<file path="config.mk">
export PLATFORM = sky130hd
export DESIGN_NAME = bcd_countdown_timer
export DESIGN_NICKNAME = d
export VERILOG_FILES = /design/src/rtl/timer_pkg.sv /design/src/rtl/bcd_down_digit.sv /design/src/rtl/bcd_countdown_timer.sv
export SDC_FILE = /design/constraint.sdc
export NUM_CORES = 1
export LEC_CHECK = 0
export ABC_AREA = 1
export CORE_ASPECT_RATIO = 2
export CORE_MARGIN = 5
export CORE_UTILIZATION = 52
export CTS_CLUSTER_SIZE = 40
export DETAILED_ROUTE_END_ITERATION = 8
export PLACE_DENSITY = 0.81
export SYNTH_ARGS = -nofsm -noshare
export SYNTH_HDL_FRONTEND = slang
export SYNTH_SLANG_ARGS = --single-unit
</file>
<file path="constraint.sdc">
create_clock -name clk -period 2.9 [get_ports clk]
set_clock_uncertainty 0.15 [all_clocks]
set_input_delay 0.58 -clock clk [delete_from_list [all_inputs] [get_ports clk]]
set_output_delay 0.58 -clock clk [all_outputs]
set_load 0.03 [all_outputs]
</file>
<file path="src/rtl/timer_pkg.sv">
// Shared types and constants for the BCD countdown timer.
package timer_pkg;

  localparam int DIGIT_W    = 4;
  localparam int NUM_DIGITS = 3;
  localparam logic [DIGIT_W-1:0] BCD_MAX = 4'd9;

  typedef enum logic [1:0] {IDLE, RUN, PAUSE, EXPIRED} state_t;

  // Digit vector, index 0 = ones, 1 = tens, 2 = hundreds
  typedef logic [NUM_DIGITS-1:0][DIGIT_W-1:0] digits_t;

  // Saturate a digit value to an upper limit
  function automatic logic [DIGIT_W-1:0] clamp_digit(input logic [DIGIT_W-1:0] v,
                                                     input logic [DIGIT_W-1:0] lim);
    return (v > lim) ? lim : v;
  endfunction

endpackage

</file>
<file path="src/rtl/bcd_down_digit.sv">
// One BCD down-counting digit: parallel load, decrement, wrap to max at zero.
module bcd_down_digit
  import timer_pkg::*;
(
  input  logic               clk,
  input  logic               reset_n,
  input  logic               load,
  input  logic [DIGIT_W-1:0] load_val,
  input  logic               dec_en,
  input  logic [DIGIT_W-1:0] max,
  output logic [DIGIT_W-1:0] q,
  output logic               is_zero
);

  // Load has priority over decrement; a decrement from zero borrows and reloads max
  always_ff @(posedge clk or negedge reset_n) begin
    if (!reset_n)    q <= '0;
    else if (load)   q <= load_val;
    else if (dec_en) q <= (q == '0) ? max : q - DIGIT_W'(1);
  end

  assign is_zero = (q == '0);

endmodule

</file>
<file path="src/rtl/bcd_countdown_timer.sv">
// Three-digit cascaded BCD countdown timer with load/start/stop control,
// expiry pulse, sticky done and optional auto-reload.
module bcd_countdown_timer
  import timer_pkg::*;
#(
  parameter bit AUTO_RELOAD = 1'b0
) (
  input  logic               clk,
  input  logic               reset_n,
  input  logic               tick,
  input  logic               load,
  input  logic [DIGIT_W-1:0] preset0,
  input  logic [DIGIT_W-1:0] preset1,
  input  logic [DIGIT_W-1:0] preset2,
  input  logic [DIGIT_W-1:0] max0,
  input  logic [DIGIT_W-1:0] max1,
  input  logic [DIGIT_W-1:0] max2,
  input  logic               start,
  input  logic               stop,
  output logic [DIGIT_W-1:0] ones,
  output logic [DIGIT_W-1:0] tens,
  output logic [DIGIT_W-1:0] hundreds,
  output logic               running,
  output logic               expired,
  output logic               done,
  output logic               borrow
);

  state_t  state;
  digits_t max_in, eff_max, preset_in, preset_clamped, store, cnt, nxt_dec, ld_val;
  logic [NUM_DIGITS-1:0] is_zero, dec_en;
  logic cnt_zero, tick_acc, dec_go, wrap, restart, dig_load, hit_zero;

  assign max_in    = {max2, max1, max0};
  assign preset_in = {preset2, preset1, preset0};
  assign cnt_zero  = &is_zero;

  // Control strobes resolved in priority order load > stop > start > tick
  always_comb begin
    tick_acc = (state == RUN) && tick && !load && !stop && !start;
    dec_go   = tick_acc && !cnt_zero;
    wrap     = tick_acc && cnt_zero && AUTO_RELOAD;
    restart  = (state == EXPIRED) && start && !load && !stop;
    dig_load = load || restart || wrap;
    ld_val   = load ? preset_clamped : store;
  end

  genvar g;
  generate
    for (g = 0; g < NUM_DIGITS; g++) begin : g_dig
      // Limits above 9 are not BCD; saturate them, then bound the preset
      assign eff_max[g]        = clamp_digit(max_in[g], BCD_MAX);
      assign preset_clamped[g] = clamp_digit(preset_in[g], eff_max[g]);

      // A digit decrements only when every lower digit is borrowing
      if (g == 0) begin : g_lsd
        assign dec_en[g] = dec_go;
      end else begin : g_upper
        assign dec_en[g] = dec_en[g-1] & is_zero[g-1];
      end

      // Look-ahead of the post-tick value, used to detect arrival at 000
      assign nxt_dec[g] = dec_en[g] ? (is_zero[g] ? eff_max[g] : cnt[g] - DIGIT_W'(1))
                                    : cnt[g];

      bcd_down_digit u_digit (
        .clk      (clk),
        .reset_n  (reset_n),
        .load     (dig_load),
        .load_val (ld_val[g]),
        .dec_en   (dec_en[g]),
        .max      (eff_max[g]),
        .q        (cnt[g]),
        .is_zero  (is_zero[g])
      );
    end
  endgenerate

  assign hit_zero = dec_go && (nxt_dec == '0);

  assign ones     = cnt[0];
  assign tens     = cnt[1];
  assign hundreds = cnt[2];

  // Control FSM with registered status outputs and the preset store
  always_ff @(posedge clk or negedge reset_n) begin
    if (!reset_n) begin
      state   <= IDLE;
      store   <= '0;
      running <= 1'b0;
      expired <= 1'b0;
      done    <= 1'b0;
      borrow  <= 1'b0;
    end else begin
      expired <= 1'b0;
      borrow  <= 1'b0;
      if (load) begin
        store   <= preset_clamped;
        state   <= IDLE;
        running <= 1'b0;
        done    <= 1'b0;
      end else if (stop) begin
        if (state == RUN) begin
          state   <= PAUSE;
          running <= 1'b0;
        end
      end else if (start) begin
        case (state)
          IDLE, PAUSE: begin
            if (!cnt_zero) begin
              state   <= RUN;
              running <= 1'b1;
            end
          end
          EXPIRED: begin
            // Digits reload from the store in the same cycle
            done <= 1'b0;
            if (store != '0) begin
              state   <= RUN;
              running <= 1'b1;
            end else begin
              state   <= IDLE;
              running <= 1'b0;
            end
          end
          default: ;
        endcase
      end else if (tick_acc) begin
        if (wrap) begin
          borrow <= 1'b1;
        end else if (hit_zero) begin
          expired <= 1'b1;
          if (!AUTO_RELOAD) begin
            state   <= EXPIRED;
            running <= 1'b0;
            done    <= 1'b1;
          end
        end
      end
    end
  end

endmodule
</file>
==> results.sh, run 1 <==
export IMPL_setup_viol=0
export IMPL_clock_path_buffers=2
export IMPL_finalNetCount=420
export IMPL_placed_area_sq_um=2790
export IMPL_reg2reg_depth=15
export IMPL_arrival_ns=2.73
export IMPL_slowest_delay_ns=0.45
export IMPL_synth_top_area_frac=0.328
export IMPL_diodes=0
export IMPL_finalSetupTns_ns=0
export IMPL_yosys_area_top_type="dfrtp_1"
export IMPL_cp_common_cell="o21ai_0"
export IMPL_syn_avg_cell_area_sq_um=7.00
export IMPL_drt_total_wl_um=5990
export IMPL_grt_pass1_vias=2362
export IMPL_drv_cap=0
export IMPL_io_pins=46
export IMPL_clockRootBuffer="clkbuf_8"
export IMPL_min_period_over_period=0.934
export IMPL_synthFlopType="dfrtp_1"
export IMPL_cts_tree="built"
export IMPL_ys_types=30
export IMPL_maxSlewViolCount=0
export IMPL_route_antenna_remaining_nets=0
export IMPL_grt_pass1_wl_um=9980
export IMPL_place_hpwl_um=4830
export IMPL_num_vias=2315
export IMPL_grt_total_usage=0.224
export IMPL_worstSetupPathType="input port to flop"
export IMPL_placementRows=33
export IMPL_routabilityCongestion=0.881
export IMPL_timing_rr_start="g_dig[2].u_digit.q[0]"
export IMPL_initial_core_util=0.535
export IMPL_antenna_found_initial=0
export IMPL_drc=0
export IMPL_cp_startpoint="max0[2]"
export IMPL_worst_hold_slack_ns=0.331
export IMPL_fp_coreArea_sq_um=4130
export IMPL_die_w_um=56.1
export IMPL_firstDrtPassIters=4
export IMPL_post_cts_resized=0
export IMPL_die_h_um=102
export IMPL_dp_cells=420
export IMPL_wl_per_cell_um=14.0
export IMPL_min_path_type="flop to flop"
export IMPL_fmax_ghz=0.369
export IMPL_syn_nets=361
export IMPL_clock_latency_ns=0.29
export IMPL_cp_endpoint="g_dig[0].u_digit.q[1]"
export IMPL_area_delta_synth_final_pct=30.8
export IMPL_routed_via_density=5.41
export IMPL_clkTransAtPathRegs_ns=0.06
export IMPL_cp_start_kind="input port"
export IMPL_overflow=0
export IMPL_rsz0062_at_grt="no"
export IMPL_ir_drop_v=0.000421
export IMPL_final_util=0.701
export IMPL_drt_initial_drc_count=66
export IMPL_ys_warn_count=0
export IMPL_clock_sinks=29
export IMPL_fin_area_sq_um=2890
export IMPL_fin_cells=428
export IMPL_hold_buffers=0
export IMPL_synth_seq_cells=29
export IMPL_cp_max_fo=5
export IMPL_end_kind="flop"
export IMPL_drive_gt1_frac=0.114
export IMPL_finalHoldViolCount=0
export IMPL_synth_area_sq_um=2210
export IMPL_cellLeakagePower_nw=1.45
export IMPL_outcome="completed"
export IMPL_cts_buffers=5
export IMPL_synthTopCellsByArea="dfrtp_1 33%, nand2_1 14%, o21ai_0 9.5%, ha_1 8.5%, inv_1 7.0%"
export IMPL_io_buffer_count=44
export IMPL_synth_edf_count=0
export IMPL_period_minus_slack_ns=2.71
export IMPL_cts_setup_buffers=0
export IMPL_yosysSeqAreaShare=0.328
export IMPL_dieArea_sq_um=5730
export IMPL_async_reset_ff_frac=1.00
export IMPL_r2r_setup_slack_ns=0.39
export IMPL_crit_chain="clkdlybuf4s50_1, o21ai_2, nand2_1, ha_1, a21oi_1, o21ai_0, nand2_1, inv_1, o21ai_0, o21ai_0, mux2_2"
export IMPL_crit_required_ns=2.92
export IMPL_worstReg2RegEnd="state[0]"
export IMPL_power_density_nw_per_um2=580
export IMPL_grt_max_degree=30
export IMPL_htree_levels=2
export IMPL_synthCells=316
export IMPL_slowest_stage="clkdlybuf4s50_1"
[cells in the mapped netlist (all sizes together), types with 2 or more instances]
| master | instances |
|---|---|
| nand2 | 89 |
| o21ai | 48 |
| inv | 44 |
| nor2 | 32 |
| dfrtp | 29 |
| nand3 | 18 |
| ha | 15 |
| a21oi | 13 |
| nand4 | 7 |
| mux2 | 5 |
| nor3 | 4 |
| clkbuf | 3 |
| buf | 2 |
[worst min path at each step]
stage,from,to,cells past startpoint
finish,running,running,2
global route,running,running,2
CTS,running,running,2
detailed placement,running,running,2
global placement,running,running,2
floorplan,reset_n,done,0
[worst max-delay path: cells and delay by family]
family,cells,cell delay [ns]
buf+inv,2,0.55
simple gates,2,0.23
compound gates,5,0.80
mux,1,0.29
fa+ha+maj,1,0.29
[report_power, final]
| part | internal [W] | switching (W) | leakage, nW |
|---|---|---|---|
| registers | 0.000479 | 0.0000757 | 0.359 |
| logic | 0.000301 | 0.000447 | 1.04 |
| clock network | 0.000214 | 0.000160 | 0.0542 |
[per-stage QoR]
stage / total power, W / setup slack [ns]
after detailed placement: 0.00131 / -0.0741
final: 0.00168 / 0.191
after global placement: 0.00129 / 0.0409
after CTS: 0.00168 / 0.203
after floorplan: 0.00103 / 0.530
after global routing: 0.00180 / 0.00137
[registers in the layout, summed over array words and instances (netlist names)]
name             cells
running              1
expired              1
state                2
store               12
done                 1
g_dig.u_digit.q     12
[final cells by class]
class	instances	area, sq um
multi-input combinational	238	1300
fill	357	1240
clock buffer	7	96.3
timing repair buffer	57	538
inverter	44	165
tap	52	65.1
clock inverter	1	5.00
sequential	29	726
[cells in the final DEF, fill, tap and decap left out, types with 2 or more instances in the layout]
cell type	instances
a21oi_1	13
buf_4	13
clkbuf_8	7
clkdlybuf4s50_1	44
dfrtp_1	29
ha_1	15
inv_1	41
inv_2	3
mux2_2	5
nand2_1	85
nand2_2	4
nand3_1	15
nand3_2	2
nand4_1	6
nor2_1	27
nor2_2	3
nor2_8	2
nor3_1	4
o21ai_0	42
o21ai_1	5
[per-layer routing]
metal  vias to the layer above  track usage  wire length, um
met1                      1080        0.203             2160
li1                       1158            -                -
met4                         0        0.124              208
met3                        17       0.0417              206
met5                         -            0                0
met2                        60        0.449             3420
[logic make-up (layout without fill, tap and decap cells)]
logic type / after synthesis / count (layout) / synth area share
compound gates: 66 / 66 / 0.157
buf+inv: 49 / 109 / 0.0849
other cells: 1 / 1 / 0.00170
mux: 5 / 5 / 0.0255
flops: 29 / 29 / 0.328
fa+ha+maj: 15 / 15 / 0.0849
simple gates: 151 / 151 / 0.317
Power figures use the tool's default switching activity.
==> run 2, diff against run 1 <==
--- a/config.mk
+++ b/config.mk
@@ -5,10 +5,10 @@
 export SDC_FILE = /design/constraint.sdc
 export NUM_CORES = 1
 export LEC_CHECK = 0
-export ABC_AREA = 1
+export ABC_AREA = 0
 export CORE_ASPECT_RATIO = 2
 export CORE_MARGIN = 5
-export CORE_UTILIZATION = 52
+export CORE_UTILIZATION = 53
 export CTS_CLUSTER_SIZE = 40
 export DETAILED_ROUTE_END_ITERATION = 8
 export PLACE_DENSITY = 0.81
==> run 2 against run 1 <==
Hold slack improved by 0.067 ns; first-iteration DRC count increased by 97%; flip-flop and latch count unchanged; maximum frequency decreased by 5.4%; synthesized area increased by 14%; combinational power decreased by 15%; via count increased by 16%; sequential share of layout area decreased by 4.9 points; global-route usage increased by 2.5 points.
==> results.sh, run 2 <==
export IMPL_outcome="completed"
export IMPL_rsz0062_at_grt="yes"
export IMPL_initial_core_util=0.549
export IMPL_cts_tree="built"
export IMPL_finalHoldViolCount=0
export IMPL_drt_initial_drc_count=130
export IMPL_setup_viol=0
export IMPL_place_hpwl_um=5910
export IMPL_die_h_um=108
export IMPL_pwr_share_clk=0.232
export IMPL_cellLeakagePower_nw=1.58
export IMPL_period_minus_slack_ns=2.86
export IMPL_grt_pass1_vias=2692
export IMPL_reg_largest_list="g_dig.u_digit.q: 12 flops, store: 12 flops, state: 2 flops"
export IMPL_synth_seq_cells=29
export IMPL_crit_required_ns=2.91
export IMPL_drive_gt1_frac=0.271
export IMPL_synth_top_area_frac=0.288
export IMPL_drc=0
export IMPL_fin_area_sq_um=3590
export IMPL_cts_buffers=5
export IMPL_combPwrFrac=0.423
export IMPL_drt_total_wl_um=7800
export IMPL_final_cell_mix="61 x buf_4, 44 x clkdlybuf4s50_1, 29 x dfrtp_1"
export IMPL_clock_latency_ns=0.28
export IMPL_seqPwrFrac=0.345
export IMPL_clockRootBuffer="clkbuf_8"
export IMPL_cp_max_fo=3
export IMPL_grt_pass1_wl_um=12200
export IMPL_io_pins=46
export IMPL_cp_start_kind="flop"
export IMPL_area_delta_synth_final_pct=42.3
export IMPL_min_path_type="flop to flop"
export IMPL_routabilityCongestion=0.941
export IMPL_synthTopCellsByArea="dfrtp_1 29%, ha_1 7.4%, mux2_2 5.4%, a21oi_1 4.8%, mux2i_1 4.8%"
export IMPL_yosysSeqAreaShare=0.288
export IMPL_final_common_cell="buf_4"
export IMPL_reg2reg_depth=8
export IMPL_clkTransAtPathRegs_ns=0.07
export IMPL_power_density_nw_per_um2=416
export IMPL_final_util=0.781
export IMPL_antenna_found_initial=0
export IMPL_yosys_area_top_type="dfrtp_1"
export IMPL_drv_cap=0
export IMPL_overflow=0
export IMPL_intPower_w=0.000965
export IMPL_fmax_ghz=0.349
export IMPL_clock_sinks=29
export IMPL_synthTopCellsByCount="29 x dfrtp_1, 24 x a21oi_1, 24 x nor2_1"
export IMPL_finalNetCount=435
export IMPL_grt_max_degree=39
export IMPL_fp_coreArea_sq_um=4600
export IMPL_dieArea_sq_um=6330
export IMPL_worstSetupPathType="flop to flop"
export IMPL_route_antenna_remaining_nets=0
export IMPL_hold_buffers=0
export IMPL_diodes=0
export IMPL_end_kind="flop"
export IMPL_synthFlopType="dfrtp_1"
export IMPL_maxSlewViolCount=0
export IMPL_netSwitchingPower_w=0.000529
export IMPL_num_vias=2687
export IMPL_placementRows=35
export IMPL_synthCells=290
export IMPL_placed_area_sq_um=3360
export IMPL_grt_total_usage=0.249
export IMPL_clock_path_buffers=2
export IMPL_syn_nets=335
export IMPL_synth_edf_count=0
export IMPL_ys_warn_count=0
export IMPL_wl_per_cell_um=17.5
export IMPL_synth_area_sq_um=2520
export IMPL_sw_frac_of_total=0.354
export IMPL_syn_avg_cell_area_sq_um=8.70
export IMPL_min_period_over_period=0.987
export IMPL_routed_via_density=6.02
export IMPL_io_buffer_count=44
export IMPL_ir_drop_v=0.000437
export IMPL_dp_slack_ns=-0.233
export IMPL_arrival_ns=2.88
export IMPL_firstDrtPassIters=4
export IMPL_fin_ws_ns=0.0366
export IMPL_ys_types=65
export IMPL_htree_levels=2
export IMPL_async_reset_ff_frac=1.00
export IMPL_die_w_um=58.8
export IMPL_yosysMostFrequentCell="dfrtp_1"
export IMPL_hold_path_depth=2
run 2: cell types whose count changed after synthesis, sizes merged, moves of 9 or more:
cell / delta
nand2: -75
o21ai: -29
inv: -22
mux2i: +12
nand3: -12
a21oi: +11
o21a: +9
run 2: area by class of cell:
class                      count  area, sq um
clock buffer                   6         82.6
fill                         304         1010
inverter                      23         86.3
sequential                    29          726
multi-input combinational    226         1720
clock inverter                 2         13.8
tap                           55         68.8
timing repair buffer         105          898
run 2: cell families after synthesis:
family          Yosys count  synth area share
simple gates            101             0.248
compound gates           82             0.217
buf+inv                  35            0.0580
flops                    29             0.288
mux                      25             0.107
fa+ha+maj                15            0.0744
xor+xnor                  2           0.00694
other cells               1           0.00149
run 2: worst max-delay path: stages, from the launching register on:
cell and delay, ns:
dfrtp_1 0.38, inv_1 0.10, ha_1 0.17, or3b_4 0.42, nor4_4 0.27, o2111ai_2 0.20, nor4b_2 0.38, nand4_1 0.25
a2111oi_2 0.42
run 2: metal layers:
metal / global-route usage / wire length, um
met1: 0.247 / 2620
met2: 0.466 / 4420
met5: 0 / 0
met3: 0.0348 / 369
met4: 0.139 / 382
run 2: through the flow:
| step | TNS (ns) | instances | power (W) | hold WS (ns) |
|---|---|---|---|---|
| global route | -0.0939 | 446 | 0.00158 | 0.413 |
| global placement | -2.81 | 429 | 0.00109 | 0.362 |
| floorplan | 0 | 290 | 0.000841 | 0.134 |
| finish | 0 | 446 | 0.00149 | 0.399 |
| CTS | 0 | 437 | 0.00146 | 0.384 |
| detailed placement | -4.66 | 429 | 0.00111 | 0.376 |
run 2: timing repair:
item,CTS,global route
gates resized for setup,1,16
endpoints found under the setup margin,1,22
buffers inserted,0,9
pin swaps,0,7
run 2: final timing paths:
check | start | to | slack (ns)
min in group asynchronous | reset_n | state[1] | 0.53
worst max register to register | g_dig[1].u_digit.q[1] | state[1] | 0.04
worst max-delay path | g_dig[1].u_digit.q[1] | state[1] | 0.04
max in group asynchronous | reset_n | store[2] | 1.79
worst min-delay path | done | done | 0.40
worst min register to register | done | done | 0.40
run 2: power groups by stage:
stage / sequential, W / clock, W / combinational [W]
4_1_cts: 0.000515 / 0.000350 / 0.000592
3_3_place_gp: 0.000518 / 0 / 0.000573
6_report: 0.000515 / 0.000346 / 0.000633
3_5_place_dp: 0.000521 / 0 / 0.000585
5_1_grt: 0.000520 / 0.000369 / 0.000687
2_1_floorplan: 0.000561 / 0 / 0.000280
==> run 3, diff against run 2 <==
--- a/config.mk
+++ b/config.mk
@@ -8,10 +8,9 @@
 export ABC_AREA = 0
 export CORE_ASPECT_RATIO = 2
 export CORE_MARGIN = 5
-export CORE_UTILIZATION = 53
+export CORE_UTILIZATION = 30
 export CTS_CLUSTER_SIZE = 40
 export DETAILED_ROUTE_END_ITERATION = 8
-export PLACE_DENSITY = 0.81
 export SYNTH_ARGS = -nofsm -noshare
 export SYNTH_HDL_FRONTEND = slang
 export SYNTH_SLANG_ARGS = --single-unit
==> run 3 against run 2 <==
Cell area up 3.7%; count of clock-buffer cells in the layout up 1; sequential share of layout area down 0.72 points; largest power group unchanged; critical path depth up 1; highest routed layer unchanged; non-clock buffer count up 2; hold slack worse by 0.033 ns; die area up 65%; core utilization down 33 points.
==> results.sh, run 3 (synthesis results as in run 2) <==
export IMPL_die_h_um=140
export IMPL_cellLeakagePower_nw=1.62
export IMPL_arrival_ns=2.80
export IMPL_dieArea_sq_um=10500
export IMPL_clock_latency_ns=0.27
export IMPL_drt_total_wl_um=7740
export IMPL_routed_via_density=5.27
export IMPL_min_path_type="flop to flop"
export IMPL_cp_start_kind="input port"
export IMPL_clock_sinks=29
export IMPL_cts_buffers=5
export IMPL_ir_drop_v=0.000226
export IMPL_min_from="done"
export IMPL_htree_levels=2
export IMPL_wl_per_cell_um=15.8
export IMPL_grt_pass1_wl_um=12200
export IMPL_finalSetupTns_ns=0
export IMPL_grt_max_degree=39
export IMPL_finalNetCount=437
export IMPL_crit_required_ns=2.91
export IMPL_setup_viol=0
export IMPL_place_hpwl_um=6360
export IMPL_placementRows=47
export IMPL_clock_path_buffers=2
export IMPL_die_w_um=74.9
export IMPL_rsz0062_at_grt="no"
export IMPL_period_minus_slack_ns=2.80
export IMPL_fp_coreArea_sq_um=8230
export IMPL_grt_pass1_vias=2629
export IMPL_route_antenna_remaining_nets=0
export IMPL_fin_area_sq_um=3720
export IMPL_cts_tree="built"
export IMPL_dp_slack_ns=-0.217
export IMPL_firstDrtPassIters=4
export IMPL_cp_startpoint="load"
export IMPL_fin_ws_ns=0.104
export IMPL_end_kind="flop"
export IMPL_clockRootBuffer="clkbuf_16"
export IMPL_drt_initial_drc_count=102
export IMPL_fmax_ghz=0.358
export IMPL_placed_area_sq_um=3500
export IMPL_grt_total_usage=0.152
export IMPL_power_density_nw_per_um2=470
export IMPL_diodes=0
export IMPL_num_vias=2587
export IMPL_timing_rr_start="g_dig[1].u_digit.q[1]"
export IMPL_antenna_found_initial=0
export IMPL_min_period_over_period=0.964
export IMPL_io_buffer_count=44
export IMPL_initial_core_util=0.307
export IMPL_finalHoldViolCount=0
export IMPL_routabilityCongestion=0.872
export IMPL_worst_hold_slack_ns=0.366
export IMPL_worstSetupPathType="input port to flop"
export IMPL_overflow=0
export IMPL_hold_buffers=0
export IMPL_drc=0
export IMPL_reg_largest_list="g_dig.u_digit.q: 12 flops, store: 12 flops, state: 2 flops"
export IMPL_clkTransAtPathRegs_ns=0.05
export IMPL_final_cell_mix="61 x buf_4, 44 x clkdlybuf4s50_1, 29 x dfrtp_1"
export IMPL_maxSlewViolCount=0
export IMPL_io_pins=46
export IMPL_drv_cap=0
export IMPL_area_delta_synth_final_pct=47.6
export IMPL_final_common_cell="buf_4"
export IMPL_cp_max_fo=5
export IMPL_drive_gt1_frac=0.265
export IMPL_outcome="completed"
==> run 3: path summary, 6_finish.rpt <==
check	cells after the start	to	slack, ns
max in group asynchronous	2	g_dig[0].u_digit.q[0]	1.77
min in group asynchronous	2	running	0.55
max	9	running	0.10
min	2	done	0.37
max reg2reg	9	running	0.17
min reg2reg	2	done	0.37
==> run 3: worst max-delay path, cell delays in order <==
cell	delay [ns]
clkdlybuf4s50_1	0.41
or3_4	0.45
o31ai_1	0.27
o41ai_1	0.12
buf_4	0.15
a211oi_2	0.18
nand4_1	0.18
buf_4	0.19
a211o_1	0.27
==> run 3: final cells by class <==
cell class	instances	area (sq um)
Tap cell	98	123
Clock buffer	7	143
Multi-Input combinational cell	226	1690
Fill cell	822	4510
Clock inverter	1	30.0
Timing Repair Buffer	107	930
Sequential cell	29	726
Inverter	23	86.3
==> run 3: power breakdown <==
| group | internal, W | switching [W] |
|---|---|---|
| Clock | 0.000428 | 0.000170 |
| Sequential | 0.000457 | 0.0000581 |
| Combinational | 0.000323 | 0.000313 |
| Total | 0.00121 | 0.000542 |
==> run 3: timing repair <==
action | 4_1_cts | 5_1_grt
setup endpoints to repair | 0 | 20
resized for setup | 0 | 11
setup buffers | 0 | 2
==> run 3: layer usage <==
layer	global-route usage	part of all wire	vias to the layer above	wire (um)
li1	-	-	1274	-
met1	0.143	0.34	1227	2630
met2	0.296	0.59	63	4580
met3	0.0101	0.024	23	182
met4	0.0910	0.045	0	346
met5	0	0	-	0
==> run 3: stage by stage <==
stage                      util  power [W]  std cells
after floorplan               -   0.000841        290
after detailed placement  0.425    0.00114        481
after global placement    0.425    0.00113        481
after CTS                 0.446    0.00175        489
final                     0.452    0.00175        491
after global routing      0.452    0.00184        491
